--- src/rtl/control_sequencer_if.sv ---
// Control bundle between the sequencer and the System datapath/memory.
// The sequencer (master) consumes IR and memory_done and drives every control line.
interface control_sequencer_if #(
    parameter int DATA_WIDTH = 32
);
    logic [DATA_WIDTH-1:0] IR;
    logic                  memory_done;

    logic PCout, MDRout, Zhi_out, Zlo_out, Cout, BAout, Rout;
    logic MARin, Zin, PCin, MDRin, IRin, Yin, Rin;
    logic Gra, Grb, Grc, IncPC;
    logic [4:0] opcode;
    logic Mem_Read, Mem_Write, Mem_enable512x32;
    logic run;
    logic fault;

    modport master (
        input  IR, memory_done,
        output PCout, MDRout, Zhi_out, Zlo_out, Cout, BAout, Rout,
        output MARin, Zin, PCin, MDRin, IRin, Yin, Rin,
        output Gra, Grb, Grc, IncPC, opcode,
        output Mem_Read, Mem_Write, Mem_enable512x32, run, fault
    );

    modport slave (
        output IR, memory_done,
        input  PCout, MDRout, Zhi_out, Zlo_out, Cout, BAout, Rout,
        input  MARin, Zin, PCin, MDRin, IRin, Yin, Rin,
        input  Gra, Grb, Grc, IncPC, opcode,
        input  Mem_Read, Mem_Write, Mem_enable512x32, run, fault
    );
endinterface

--- src/rtl/control_sequencer.sv ---
// Hardwired control unit: fetch (T0..T2), decode in T3, per-class execute
// steps up to T7, memory waits with timeout, sticky fault and halt.
// ld and st get their own T4..T7 states so no class register is needed.
module control_sequencer #(
    parameter int DATA_WIDTH  = 32,
    parameter int MEM_TIMEOUT = 255
) (
    input  logic               Clock,
    input  logic               clear,
    control_sequencer_if.master bus
);
    localparam logic [4:0] OP_LD   = 5'b00000;
    localparam logic [4:0] OP_ST   = 5'b00001;
    localparam logic [4:0] OP_ADDI = 5'b00011;
    localparam logic [4:0] OP_ORI  = 5'b01010;
    localparam logic [4:0] OP_ANDI = 5'b01011;
    localparam logic [4:0] OP_NOP  = 5'b11010;
    localparam logic [4:0] OP_HALT = 5'b11011;
    localparam logic [7:0] CNT_LAST = 8'(MEM_TIMEOUT - 1);

    typedef enum logic [3:0] {
        S_T0, S_T1, S_T2, S_T3,
        S_A4, S_A5,
        S_LD4, S_LD5, S_LD6, S_LD7,
        S_ST4, S_ST5, S_ST6, S_ST7,
        S_HALT
    } state_e;

    state_e     state_q, state_d;
    logic [7:0] cnt_q, cnt_d;
    logic       fault_q, fault_d;
    logic [4:0] opcode_q, opcode_d;

    logic [4:0] ir_op;
    logic       md;
    logic       timeout;
    logic       is_alu;
    logic       unused_ir;

    assign ir_op     = bus.IR[DATA_WIDTH-1 -: 5];
    assign unused_ir = ^bus.IR[DATA_WIDTH-6:0];
    assign md        = bus.memory_done;
    assign timeout   = (cnt_q == CNT_LAST);
    assign is_alu    = (ir_op == OP_ADDI) || (ir_op == OP_ORI) || (ir_op == OP_ANDI);

    // State, wait counter, sticky fault and held ALU opcode registers
    always_ff @(posedge Clock or negedge clear) begin
        if (!clear) begin
            state_q  <= S_T0;
            cnt_q    <= '0;
            fault_q  <= 1'b0;
            opcode_q <= '0;
        end else begin
            state_q  <= state_d;
            cnt_q    <= cnt_d;
            fault_q  <= fault_d;
            opcode_q <= opcode_d;
        end
    end

    // Next state; the counter is zero outside waits, so every wait starts at 0
    always_comb begin
        state_d  = state_q;
        cnt_d    = '0;
        fault_d  = fault_q;
        opcode_d = opcode_q;
        case (state_q)
            S_T0: state_d = S_T1;
            S_T1: begin
                if (md)           state_d = S_T2;
                else if (timeout) begin state_d = S_HALT; fault_d = 1'b1; end
                else              cnt_d = cnt_q + 8'd1;
            end
            S_T2: state_d = S_T3;
            S_T3: begin
                if (is_alu) begin
                    state_d  = S_A4;
                    opcode_d = ir_op;
                end else if (ir_op == OP_LD) begin
                    state_d  = S_LD4;
                    opcode_d = OP_ADDI;
                end else if (ir_op == OP_ST) begin
                    state_d  = S_ST4;
                    opcode_d = OP_ADDI;
                end else if (ir_op == OP_NOP) begin
                    state_d = S_T0;
                end else if (ir_op == OP_HALT) begin
                    state_d = S_HALT;
                end else begin
                    state_d = S_HALT;
                    fault_d = 1'b1;
                end
            end
            S_A4:  state_d = S_A5;
            S_A5:  state_d = S_T0;
            S_LD4: state_d = S_LD5;
            S_LD5: state_d = S_LD6;
            S_LD6: begin
                if (md)           state_d = S_LD7;
                else if (timeout) begin state_d = S_HALT; fault_d = 1'b1; end
                else              cnt_d = cnt_q + 8'd1;
            end
            S_LD7: state_d = S_T0;
            S_ST4: state_d = S_ST5;
            S_ST5: state_d = S_ST6;
            S_ST6: state_d = S_ST7;
            S_ST7: begin
                if (md)           state_d = S_T0;
                else if (timeout) begin state_d = S_HALT; fault_d = 1'b1; end
                else              cnt_d = cnt_q + 8'd1;
            end
            S_HALT:  state_d = S_HALT;
            default: state_d = S_HALT;
        endcase
    end

    // Control decode of the current state; T3 also looks at the live opcode
    always_comb begin
        bus.PCout = 1'b0; bus.MDRout = 1'b0; bus.Zhi_out = 1'b0; bus.Zlo_out = 1'b0;
        bus.Cout = 1'b0;  bus.BAout = 1'b0;  bus.Rout = 1'b0;
        bus.MARin = 1'b0; bus.Zin = 1'b0; bus.PCin = 1'b0; bus.MDRin = 1'b0;
        bus.IRin = 1'b0;  bus.Yin = 1'b0; bus.Rin = 1'b0;
        bus.Gra = 1'b0; bus.Grb = 1'b0; bus.Grc = 1'b0; bus.IncPC = 1'b0;
        bus.Mem_Read = 1'b0; bus.Mem_Write = 1'b0; bus.Mem_enable512x32 = 1'b0;
        if (clear) begin
            case (state_q)
                S_T0: begin bus.PCout = 1'b1; bus.MARin = 1'b1; bus.IncPC = 1'b1; bus.Zin = 1'b1; end
                S_T1: begin
                    bus.Zlo_out = 1'b1; bus.MDRin = 1'b1;
                    bus.Mem_Read = 1'b1; bus.Mem_enable512x32 = 1'b1;
                    bus.PCin = (cnt_q == 8'd0);
                end
                S_T2: begin bus.MDRout = 1'b1; bus.IRin = 1'b1; end
                S_T3: begin
                    if (is_alu) begin
                        bus.Grb = 1'b1; bus.Rout = 1'b1; bus.Yin = 1'b1;
                    end else if (ir_op == OP_LD || ir_op == OP_ST) begin
                        bus.Grb = 1'b1; bus.BAout = 1'b1; bus.Yin = 1'b1;
                    end
                end
                S_A4, S_LD4, S_ST4: begin bus.Cout = 1'b1; bus.Zin = 1'b1; end
                S_A5:  begin bus.Zlo_out = 1'b1; bus.Gra = 1'b1; bus.Rin = 1'b1; end
                S_LD5, S_ST5: begin bus.Zlo_out = 1'b1; bus.MARin = 1'b1; end
                S_LD6: begin bus.Mem_Read = 1'b1; bus.Mem_enable512x32 = 1'b1; bus.MDRin = 1'b1; end
                S_LD7: begin bus.MDRout = 1'b1; bus.Gra = 1'b1; bus.Rin = 1'b1; end
                S_ST6: begin bus.Gra = 1'b1; bus.Rout = 1'b1; bus.MDRin = 1'b1; end
                S_ST7: begin bus.Mem_Write = 1'b1; bus.Mem_enable512x32 = 1'b1; end
                default: ;
            endcase
        end
    end

    // Halt blanks the opcode; elsewhere it holds the value loaded on entry to T4
    assign bus.opcode = (state_q == S_HALT) ? 5'b00000 : opcode_q;
    assign bus.run    = (state_q != S_HALT);
    assign bus.fault  = fault_q;
endmodule

--- src/flat_wrapper.sv ---
// flat-port wrapper written by rule: the top's interface ports become plain ports
module control_sequencer_flat 
#(
    parameter int DATA_WIDTH  = 32,
    parameter int MEM_TIMEOUT = 255
)
  (Clock, clear, bus_IR, bus_memory_done, bus_PCout, bus_MDRout, bus_Zhi_out, bus_Zlo_out, bus_Cout, bus_BAout, bus_Rout, bus_MARin, bus_Zin, bus_PCin, bus_MDRin, bus_IRin, bus_Yin, bus_Rin, bus_Gra, bus_Grb, bus_Grc, bus_IncPC, bus_opcode, bus_Mem_Read, bus_Mem_Write, bus_Mem_enable512x32, bus_run, bus_fault);
  control_sequencer_if #(.DATA_WIDTH(DATA_WIDTH)) bus_i ();
  input  logic Clock;
  input  logic clear;
  input wire logic [$bits(bus_i.IR)-1:0] bus_IR;
  input wire logic [$bits(bus_i.memory_done)-1:0] bus_memory_done;
  output wire logic [$bits(bus_i.PCout)-1:0] bus_PCout;
  output wire logic [$bits(bus_i.MDRout)-1:0] bus_MDRout;
  output wire logic [$bits(bus_i.Zhi_out)-1:0] bus_Zhi_out;
  output wire logic [$bits(bus_i.Zlo_out)-1:0] bus_Zlo_out;
  output wire logic [$bits(bus_i.Cout)-1:0] bus_Cout;
  output wire logic [$bits(bus_i.BAout)-1:0] bus_BAout;
  output wire logic [$bits(bus_i.Rout)-1:0] bus_Rout;
  output wire logic [$bits(bus_i.MARin)-1:0] bus_MARin;
  output wire logic [$bits(bus_i.Zin)-1:0] bus_Zin;
  output wire logic [$bits(bus_i.PCin)-1:0] bus_PCin;
  output wire logic [$bits(bus_i.MDRin)-1:0] bus_MDRin;
  output wire logic [$bits(bus_i.IRin)-1:0] bus_IRin;
  output wire logic [$bits(bus_i.Yin)-1:0] bus_Yin;
  output wire logic [$bits(bus_i.Rin)-1:0] bus_Rin;
  output wire logic [$bits(bus_i.Gra)-1:0] bus_Gra;
  output wire logic [$bits(bus_i.Grb)-1:0] bus_Grb;
  output wire logic [$bits(bus_i.Grc)-1:0] bus_Grc;
  output wire logic [$bits(bus_i.IncPC)-1:0] bus_IncPC;
  output wire logic [$bits(bus_i.opcode)-1:0] bus_opcode;
  output wire logic [$bits(bus_i.Mem_Read)-1:0] bus_Mem_Read;
  output wire logic [$bits(bus_i.Mem_Write)-1:0] bus_Mem_Write;
  output wire logic [$bits(bus_i.Mem_enable512x32)-1:0] bus_Mem_enable512x32;
  output wire logic [$bits(bus_i.run)-1:0] bus_run;
  output wire logic [$bits(bus_i.fault)-1:0] bus_fault;
  assign bus_i.IR = bus_IR;
  assign bus_i.memory_done = bus_memory_done;
  assign bus_PCout = bus_i.PCout;
  assign bus_MDRout = bus_i.MDRout;
  assign bus_Zhi_out = bus_i.Zhi_out;
  assign bus_Zlo_out = bus_i.Zlo_out;
  assign bus_Cout = bus_i.Cout;
  assign bus_BAout = bus_i.BAout;
  assign bus_Rout = bus_i.Rout;
  assign bus_MARin = bus_i.MARin;
  assign bus_Zin = bus_i.Zin;
  assign bus_PCin = bus_i.PCin;
  assign bus_MDRin = bus_i.MDRin;
  assign bus_IRin = bus_i.IRin;
  assign bus_Yin = bus_i.Yin;
  assign bus_Rin = bus_i.Rin;
  assign bus_Gra = bus_i.Gra;
  assign bus_Grb = bus_i.Grb;
  assign bus_Grc = bus_i.Grc;
  assign bus_IncPC = bus_i.IncPC;
  assign bus_opcode = bus_i.opcode;
  assign bus_Mem_Read = bus_i.Mem_Read;
  assign bus_Mem_Write = bus_i.Mem_Write;
  assign bus_Mem_enable512x32 = bus_i.Mem_enable512x32;
  assign bus_run = bus_i.run;
  assign bus_fault = bus_i.fault;
  control_sequencer #(.DATA_WIDTH(DATA_WIDTH), .MEM_TIMEOUT(MEM_TIMEOUT)) u_core (.Clock(Clock), .clear(clear), .bus(bus_i));
endmodule
--- config.mk ---
export PLATFORM = sky130hd
export DESIGN_NAME = control_sequencer_flat
export DESIGN_NICKNAME = d
export VERILOG_FILES = /design/src/rtl/control_sequencer_if.sv /design/src/rtl/control_sequencer.sv /design/src/flat_wrapper.sv
export SDC_FILE = /design/constraint.sdc
export NUM_CORES = 1
export LEC_CHECK = 0
export ABC_AREA = 1
export CAP_MARGIN = 40
export CORE_MARGIN = 3
export CORE_UTILIZATION = 45
export DETAILED_ROUTE_END_ITERATION = 16
export GPL_TIMING_DRIVEN = 0
export MAX_ROUTING_LAYER = met4
export PLACE_DENSITY_LB_ADDON = 0.12
export SLEW_MARGIN = 20
export SYNTH_ARGS = -nofsm -noshare
export SYNTH_HDL_FRONTEND = slang
export SYNTH_SLANG_ARGS = --single-unit
--- constraint.sdc ---
create_clock -name Clock -period 3.2 [get_ports Clock]
set_input_delay 0.8 -clock Clock [delete_from_list [all_inputs] [get_ports Clock]]
set_output_delay 0.8 -clock Clock [all_outputs]
set_load 0.03 [all_outputs]
==> Yosys cells after proc, flatten, opt, wreduce, memory -nomap -nowiden <==
Cells that the tools add are included.
W data, S select, Z words.
{ "classes": {"n_addsub": 1, "eq_ne": 29, "muxes": 62, "reduce_logical": 20} }
{ "op_table": {"columns": ["cell", "n"], "rows": [
  ["$pmux W4 S13", 1],
  ["$mux W1", 44],
  ["$mux W4", 8],
  ["$eq A4 B4 Y1 const B", 7],
  ["$mux W8", 3],
  ["$mux W5", 4],
  ["$eq A4 B3 Y1 const B", 4],
  ["$reduce_or A3 Y1", 5],
  ["$ne A2 B2 Y1 const B", 6],
  ["$eq A5 B4 Y1 const B", 2],
  ["$eq A5 B5 Y1 const B", 2],
  ["$add A8 B1 Y8 const B", 1],
  ["$eq A4 B2 Y1 const B", 2],
  ["$eq A8 B8 Y1 const B", 1],
  ["$logic_not A8 Y1", 1],
  ["$reduce_and A8 Y1", 1],
  ["$reduce_or A4 Y1", 2],
  ["$reduce_or A2 Y1", 3],
  ["$eq A5 B1 Y1 const B", 1],
  ["$eq A5 B2 Y1 const B", 1],
  ["$logic_not A5 Y1", 1],
  ["$eq A4 B1 Y1 const B", 1],
  ["$logic_not A4 Y1", 1],
  ["$ne A4 B4 Y1 const B", 1],
  ["6 further kinds", 9]
]} }
{ "word_totals": {"regBits": 18, "input_bits": 35, "elab_cells": 116} }

==> Depth between registers and ports, before layout <==
Gate-level depths: netlist of run 1.
{ "logic_depth": {"ltp_word": 7, "depth_mapped": 9, "depth_no_buf": 8} }

==> Worst setup path after synthesis of run 1 <==
Ideal clock, no wire load.
{ "synth_timing": {"path_kind": "input to output", "start": "input bus_IR[31]", "end": "output bus_Yin", "arrival_time_ns": 2.054, "setup_slack_ns": 0.346, "stages": 8, "n_path_buf": 1, "cell_sequence": "inv_1 nand3_1 nor2_1 nand2_2 nand2_2 inv_2 nor2_1 buf_4"} }
{ "synth_via": {"elab_chain_len": 6, "word_cells_on_any_way": 12, "cone_classes": "4 x eq/ne; 4 x mux; 4 x reduce/logical"} }
{ "synth_lines": {"columns": ["element", "line_no", "text"], "rows": [
  ["start, declared", "flat_wrapper.sv:11", "input wire logic [$bits(bus_i.IR)-1:0] bus_IR;"],
  ["$eq A5 B1 Y1, or another cell as far along", "control_sequencer.sv:137", "end else if (ir_op == OP_LD || ir_op == OP_ST) begin"],
  ["$logic_or A1 B1 Y1, on equally long branches", "control_sequencer.sv:137, control_sequencer.sv:44", null],
  ["$mux W1 or $logic_or A1 B1 Y1 (tied branches)", null, null],
  ["$mux W1 (*) (3 in a row)", null, null],
  ["end, declared", "flat_wrapper.sv:25", "output wire logic [$bits(bus_i.Yin)-1:0] bus_Yin;"]
]} }
Mark *: on every way between the ends. The rest lies on a longest branch, timed or not.

==> Final worst setup path of run 1 <==
{ "layout_timing": {"start": "input bus_IR[31]", "end": "output bus_Rout"} }
{ "layout_via": {"elab_chain_len": 6, "word_cells_on_any_way": 8, "cone_classes": "3 x eq/ne; 3 x mux; 2 x reduce/logical"} }
{ "layout_lines": {"columns": ["element", "line_no", "text"], "rows": [
  ["$eq A5 B2 Y1 or $eq A5 B4 Y1 (tied branches)", "control_sequencer.sv:44", "assign is_alu = (ir_op == OP_ADDI) || (ir_op == OP_ORI) || (ir_op == OP_ANDI);"],
  ["$logic_or A1 B1 Y1", "control_sequencer.sv:44", null],
  ["$logic_or A1 B1 Y1 (*)", "control_sequencer.sv:44", null],
  ["$mux W1 (*)", "control_sequencer.sv:135", "if (is_alu) begin"],
  ["$pmux W1 S2 (*)", "control_sequencer.sv:126", "case (state_q)"],
  ["$mux W1 (*)", "control_sequencer.sv:125", "if (clear) begin"],
  ["end, declared", "flat_wrapper.sv:19", "output wire logic [$bits(bus_i.Rout)-1:0] bus_Rout;"]
]} }
Marks and branches as above.

==> results of run 1 <==
-- registers in the layout (all words and copies together) (netlist names) --
register / cells
u_core.bus.fault: 1
u_core.cnt_q: 8
u_core.opcode_q: 5
u_core.state_q: 4
-- layout make-up --
class	count	area [um^2]	share of cell area, %
buffer	5	35.03	1.953
clock buffer	4	36.28	2.022
inverter	37	138.9	7.741
multi-input combinational	150	765.7	42.68
sequential	18	450.4	25.10
tap	31	38.79	2.162
timing repair buffer	34	329.1	18.34
-- power groups by stage --
stage,Sequential (uW),Combinational [uW],Clock [uW]
after floorplan,333,552,0
after global placement,345,793,0
after detailed placement,346,796,0
after global routing,353,841,149
after CTS,341,760,142
final,342,761,135
-- worst max-delay path: stages --
cell             delay, ns
clkdlybuf4s50_1       0.49
inv_2                 0.11
nand3_1               0.12
nor2_4                0.12
nand2_2               0.09
a21oi_1               0.13
clkdlybuf4s15_1       0.38
-- metal layers --
| metal | part of all wire (%) | up-vias |
|---|---|---|
| met5 | 0 | - |
| met4 | 0.49 | 0 |
| met3 | 6.3 | 2 |
| met2 | 46 | 42 |
| met1 | 47 | 589 |
| li1 | - | 719 |
-- worst paths after layout --
kind                            cells after the start                        endpoint  slack (ns)                      startpoint
min in group Clock                                  2  u_core.opcode_q[1]$_DFFE_PN0P_        0.48  u_core.opcode_q[1]$_DFFE_PN0P_
worst max register to register                      7       u_core.cnt_q[2]$_DFF_PN0_        1.76       u_core.cnt_q[0]$_DFF_PN0_
worst max-delay path                                7                        bus_Rout        0.15                      bus_IR[31]
worst min-delay path                                1  u_core.opcode_q[2]$_DFFE_PN0P_        0.35                           clear
max in group asynchronous                           2       u_core.cnt_q[5]$_DFF_PN0_        2.45                           clear
worst min register to register                      2  u_core.opcode_q[1]$_DFFE_PN0P_        0.48  u_core.opcode_q[1]$_DFFE_PN0P_
-- metrics by stage --
step | util [%] | TNS [ns] | power, uW | setup slack (ns)
3_3_place_gp | 61.70 | -16.30 | 1138 | -1.046
3_5_place_dp | 62.10 | -4.900 | 1142 | -0.5544
5_1_grt | 63.42 | 0 | 1344 | 0.007824
4_1_cts | 62.63 | 0 | 1243 | 0.0002394
6_report | 63.42 | 0 | 1238 | 0.1493
2_1_floorplan | - | 0 | 885.4 | 0.3459
-- cell families (layout without fill, tap and decap cells) --
logic type                 after synthesis  count (layout)  share of synthesized area (%)
xor gates and xnor gates                 4               4                          2.553
and+or+nand+nor                        125             125                          43.03
adders and majority gates                3               3                          2.735
DFF                                     18              18                          32.82
AOI/OAI and AO/OA                       16              16                          6.016
buffers and inverters                   42              80                          12.58
other                                    1               2                         0.2732
-- placed cells by master, fill, tap and decap left out, types with 3 or more instances in the layout --
cell,synthesis,routed
dlymetal6s2s_1,0,3
inv_2,5,6
buf_4,4,5
nand3_1,15,15
xor2_1,3,3
dlygate4sd2_1,0,11
nor2_1,43,42
clkbuf_4,0,3
clkdlybuf4s50_1,0,11
o21ai_0,3,3
nor2_4,2,3
nand4_1,3,3
clkdlybuf4s15_1,0,5
nand2_1,43,43
nor2_2,7,7
a21oi_1,11,11
dfrtp_1,18,18
ha_1,3,3
inv_1,32,31
==> impl_results.md, run 1 <==
- WL per Instance: 10.90 um
- Clock Latency Late Sink: 0.29 ns
- Post-synthesis register bit count: 18
- Starting DRC count in detailed routing: 38
- Sequential share of power: 27.6%
- Synth warn: 0
- GRT Util Overall: 18.71%
- Async S/R FF share, synth: 100.0%
- Clk pwr share: 10.9%
- Hold buffer count at cts: 0
- Pwr Density: 690.2 nW/um^2
- P&R area growth vs syn: 30.72%
- Met3 Use GR: 3.145%
- H-Tree Depth: 1
- Hold violation count in the final report: 0
- Worst Path Arrival: 2.25 ns
- Die height: 61.23 um
- Syn Inst Count: 209
- Placed cell area: 1757 um^2
- Fmax: 327.8 MHz
- RSZ-0062 raised after global routing: false
- Final Skew: 0.005096 ns
- Sw power: 625.2 uW
- First-pass GRT wire length: 5133 um
- Post-synth EDFFs: 0
- Setup crit start kind: input port
- Switching part of the total: 50.49%
- Synth top area share: 32.82%
- CTS tree: yes
- Req. time, crit path: 2.40 ns
- Antenna violations before repair: 0
- Global routing met2 resource utilization: 28.85%
- Via density: 4.846
- CTS clk-pin slew, worst paths: 0.09 ns
- DIE AREA: 3749 um^2
- Layout cells sized above 1: 14.92%
- Rows: 19
- Minimum hold slack: 0.3477 ns
- Internal Power: 613.0 uW
- Max-slew violation count: 0
- Post-Synthesis Cell Area: 1373 um^2
- Cells after DPL: 275
- Drt pass-1 iters: 4
- CTS max path bufs: 2
- Filler instances: 278
- Core area: 2829 um^2
- Max_cap viols: 0
- Residual DRC: 0
- Design area: 1794 um^2
- Vias in the first global route: 1196
- TritonCTS buffer count: 3
- Critical setup path kind: in2out
- Met1 usage: 25.62%
- Detail Route Antenna Nets: 0
- Synth Flop Type: dfrtp_1
- Die extent in x: 61.23 um
- I/O Pins: 63
- Share of power burned in combinational logic: 61.5%
- Final min period: 3.051 ns
- NumNets Final: 287
- GR peak layer: met2
- Routability congestion estimate: 0.8468
- Number of antenna diodes: 0
- I/O Buffers: 33
- Yosys cell types: 26
- Syn_area_per_cell: 6.567 um^2
- HP Class: in2async
- List of most frequent post-synthesis cells: 43 x nand2_1, 43 x nor2_1, 32 x inv_1
- Final HPWL from detailed placement: 2436 um
- Worst-case vdd ir drop: 0.2832 mV
- Vias: 1352
- Initial core utilization: 48.52%
- Crit path max fanout: 5
- Period utilisation layout: 95.34%
- Detailed Route WL: 3040 um
- Pin count of the biggest net entering global routing: 17
- GR Overflow Total: 0
- Synth area leader: dfrtp_1
- CP Capture Type: primary output
- Sequential fraction of the synthesis area: 32.82%
- Clock Sinks: 18
- Final setup violating endpoints: 0
- Setup Buffers After CTS: 0
- PostCTS Resize Cnt: 29
- Leakage: 0.0009458 uW
- Status: complete, no violations
- Post-route insts no fill: 279
- Largest cells by area after synthesis: dfrtp_1 33%, nand2_1 12%, nor2_1 12%
- CTS root buf: clkbuf_4
Note: power is estimated with default switching activity, not from simulation.
==> run 2, diff against run 1 <==
- ABC_AREA: 1 -> 0
- CORE_MARGIN: 3 -> not set
- CORE_UTILIZATION: 45 -> 44
- CTS_CLUSTER_DIAMETER: not set -> 150
==> run 2 against run 1 <==
Effect of this change: the flow now finishes with violations (design-rule violations); combinational power increased by 17%; utilization about the same; first-iteration DRC count increased by 55%; sequential share of layout area increased by 0.21 points; wire length increased by 15%; clock skew increased by 0.0011 ns; register-to-register slack got worse by 0.15 ns; non-clock buffer count increased by 5; global-route usage increased by 3.9 points; cell count decreased by 18%; critical endpoint is now bus_Yin; largest cell class unchanged.
==> impl_results.md, run 2 <==
- List of most frequent post-synthesis cells: 23 x nor2_1, 18 x dfrtp_1, 11 x nand2_1
- Clock Sinks: 18 (unchanged)
- Multi-input gate area in the final layout: 813.3 um^2 (+6.2%)
- Top reg by flops: u_core.cnt_q
- Sequential fraction of the synthesis area: 33.93% (+1.1 points)
- CTS max path bufs: 2 (unchanged)
- Cells after DPL: 223 (-19%)
- Mux share of post-synthesis cell area: 1.508% (+1.5 points)
- Post-synth EDFFs: 0 (unchanged)
- Largest cells by area after synthesis: dfrtp_1 34%, nor2_1 6.5%, and2_1 4.2%
- Setup crit start kind: input port
- Period utilisation layout: 99.08% (+3.7 points)
- Max FFs per register: 8 (unchanged)
- Critical setup path kind: in2out
- CTS root buf: clkbuf_4
- Layout cells sized above 1: 16.24% (+1.3 points)
- Req. time, crit path: 2.40 ns (about the same)
- Detailed Route WL: 3502 um (+15%)
- Synth area leader: dfrtp_1
- Antenna violations before repair: 0 (unchanged)
- Yosys cell types: 51 (+96%)
- RR Startpoint: u_core.state_q[1]$_DFF_PN0_
- Post-synthesis register bit count: 18 (unchanged)
- First-pass GRT wire length: 5568 um (+8.5%)
- Residual DRC: 12 (+12)
- Detail Route Antenna Nets: 0 (unchanged)
- Failing checks: design-rule violations
- Biggest regs: u_core.cnt_q (8), u_core.opcode_q (5), u_core.state_q (4)
- I/O Pins: 63 (unchanged)
- Routability congestion estimate: 0.8333 (-1.6%)
- I/O Buffers: 33 (unchanged)
- H-Tree Depth: 1 (unchanged)
- Share of power burned in combinational logic: 65.2% (+3.7 points)
- Clock Latency Late Sink: 0.30 ns (about the same)
- Hold violation count in the final report: 0 (unchanged)
- Switching part of the total: 47.89% (-2.6 points)
- Post-route insts no fill: 228 (-18%)
- Synth warn: 0 (unchanged)
- Leakage: 0.0008238 uW (-13%)
- Simple-gate portion of the synthesized area: 33.93% (-9.1 points)
- Number of antenna diodes: 0 (unchanged)
- CP top delay family: buffers and inverters
- Final Skew: 0.006226 ns (+0.001130 ns)
- Fmax: 315.4 MHz (-3.8%)
- CTS clk-pin slew, worst paths: 0.11 ns (+0.02 ns)
- Die height: 56.93 um (-7.0%)
- Hold buffer count at cts: 0 (unchanged)
- DP Worst Slack: -0.6007 ns (-0.04624 ns)
- GRT Util Overall: 22.66% (+3.9 points)
- Syn_area_per_cell: 8.456 um^2 (+29%)
- Initial core utilization: 47.32% (-1.2 points)
- Worst Path Arrival: 2.37 ns (+0.12 ns)
- Adder-cell share of the synthesized area: 2.828% (+0.093 points)
- Post-layout util: 63.43% (about the same)
- Core area: 2805 um^2 (-0.84%)
- Synth Area in Compound Gates: 14.70% (+8.7 points)
- Pwr Density: 765.4 nW/um^2 (+11%)
- FF-to-FF path depth: 4 (-3)
- DIE AREA: 3241 um^2 (-14%)
- Reg2reg setup slack: 1.61 ns (-0.15 ns)
- P&R area growth vs syn: 34.02%
- Filler instances: 261 (-6.1%)
- Critical-path cell list: clkdlybuf4s50_1, or3_4, nor2_2, o21ai_2, nor2_2, buf_4, buf_4
- Reg area: 450.4 um^2 (unchanged)
- NumNets Final: 236 (-18%)
- Max-slew violation count: 0 (unchanged)
- Async S/R FF share, synth: 100.0% (unchanged)
- Minimum hold slack: 0.3422 ns (-0.005454 ns)
- Final HPWL from detailed placement: 2524 um (+3.6%)
- Clk pwr share: 10.8% (about the same)
- CP max stage delay: 0.48 ns (about the same)
- Crit path buf inv count: 3 (unchanged)
- CP Capture Type: primary output
- Internal Power: 709.6 uW (+16%)
- Xor and xnor area share after synthesis: 5.278% (+2.7 points)
- Final setup violating endpoints: 0 (unchanged)
- Synth Flop Type: dfrtp_1
- Worst R2R End: u_core.cnt_q[7]$_DFF_PN0_
- Pin count of the biggest net entering global routing: 16 (-1)
- Die extent in x: 56.93 um (-7.0%)
- Sw power: 652.1 uW (+4.3%)
- Largest family of logic cells by synthesized area: simple AND/OR/NAND/NOR gates
- Status: finished with violations
- Slowest-stage cell, CP: clkdlybuf4s50_1
- GR Overflow Total: 0 (unchanged)
- CTS tree: yes
- Sequential share of power: 24.0% (-3.6 points)
- Post-Synthesis Cell Area: 1328 um^2 (-3.3%)
- Commonest non-fill, non-tap cells in the layout: 25 x clkdlybuf4s50_1, 20 x nor2_1, 18 x dfrtp_1
- Crit path from: bus_IR[31]
- Starting DRC count in detailed routing: 59 (+55%)
- Vias: 1318 (-2.5%)
- TritonCTS buffer count: 3 (unchanged)
- Drt pass-1 iters: 10 (+6)
- Most common cell after layout, fill and taps aside: clkdlybuf4s50_1
- WL per Instance: 15.36 um (+41%)
- Final min period: 3.171 ns (+0.1199 ns)
- Rows: 19 (unchanged)
- Worst-case vdd ir drop: 0.4487 mV (+58%)
- Crit path max fanout: 6 (+1)
- Most frequent cell after synthesis: nor2_1
- Setup TNS: 0 ns (unchanged)
- Syn Inst Count: 157 (-25%)
- Max_cap viols: 0 (unchanged)
- Via density: 5.781 (+19%)
- HP Class: in2async
- Synth top area share: 33.93% (+1.1 points)
- Final setup margin: 0.02934 ns (-0.1199 ns)
- Vias in the first global route: 1231 (+2.9%)
run 2: changes by cell type after synthesis, moves of 3 or more:
cell,previous run,this run
inv_2,5,1
a21oi_1,11,1
nor2_1,43,23
and3_1,1,7
nand2_1,43,11
nor2_2,7,0
nor3b_1,0,3
nand2_2,3,0
nand2b_1,0,5
inv_1,32,8
and2_1,0,9
nand3_1,15,8
run 2: worst max-delay path by stage:
| stage | to | slack, ns | cells past startpoint |
|---|---|---|---|
| after global placement | bus_PCin | -0.96 | 5 |
| after floorplan | bus_Yin | 0.27 | 5 |
| after CTS | bus_Yin | 0.01 | 7 |
| final | bus_Yin | 0.03 | 7 |
| after detailed placement | bus_Zin | -0.60 | 5 |
| after global routing | bus_Yin | -0.03 | 7 |
run 2: area by class of cell:
cell class | instances | share of cell area (%)
plain buffers | 9 | 3.797
clock buffers | 4 | 2.039
inverters | 9 | 1.899
multi-input cells | 122 | 45.71
flip-flops and latches | 18 | 25.32
well taps | 31 | 2.180
repair buffers | 35 | 19.06
run 2: cell families (layout without fill, tap and decap cells):
group | after synthesis | after routing
xor+xnor | 8 | 8
mux | 2 | 2
flops | 18 | 18
other cells | 1 | 2
fa+ha+maj | 3 | 3
compound gates | 25 | 25
simple gates | 82 | 82
buf+inv | 18 | 57
run 2: routing by layer:
layer | vias up | track usage (%) | wire (um)
li1 | 636 | - | -
met3 | 6 | 3.855 | 202
met1 | 627 | 31.09 | 1619
met4 | 0 | 9.408 | 60
met2 | 49 | 33.28 | 1619
met5 | - | - | 0
run 2: power groups by stage:
stage	clock network (uW)	registers (uW)	logic, uW
final	148	326	888
after floorplan	0	330	581
after global placement	0	327	866
after global routing	159	330	950
after detailed placement	0	328	874
after CTS	151	323	878
run 2: worst register-to-register path: cells and delay by family (launching register included):
family          cells  cell delay (ns)
flops               1             0.48
simple gates        3             0.78
compound gates      1             0.27
run 2: stage by stage:
| step | instance area, um^2 | total power (uW) |
|---|---|---|
| after CTS | 1752 | 1352 |
| after global placement | 1700 | 1193 |
| after global routing | 1779 | 1440 |
| after detailed placement | 1715 | 1202 |
| after floorplan | 1331 | 911.1 |
| final | 1779 | 1362 |
run 2: what timing repair did:
item	in CTS	in global routing
gates resized for setup	27	9
endpoints found under the setup margin	19	8
pin swaps	2	1
setup buffers	0	1
hold endpoints to repair	0	0
==> run 3, diff against run 2 <==
- GPL_ROUTABILITY_DRIVEN: not set -> 0
==> results of run 3 <==
Same layout as run 2: the final DEF is identical, and so are final timing and power.
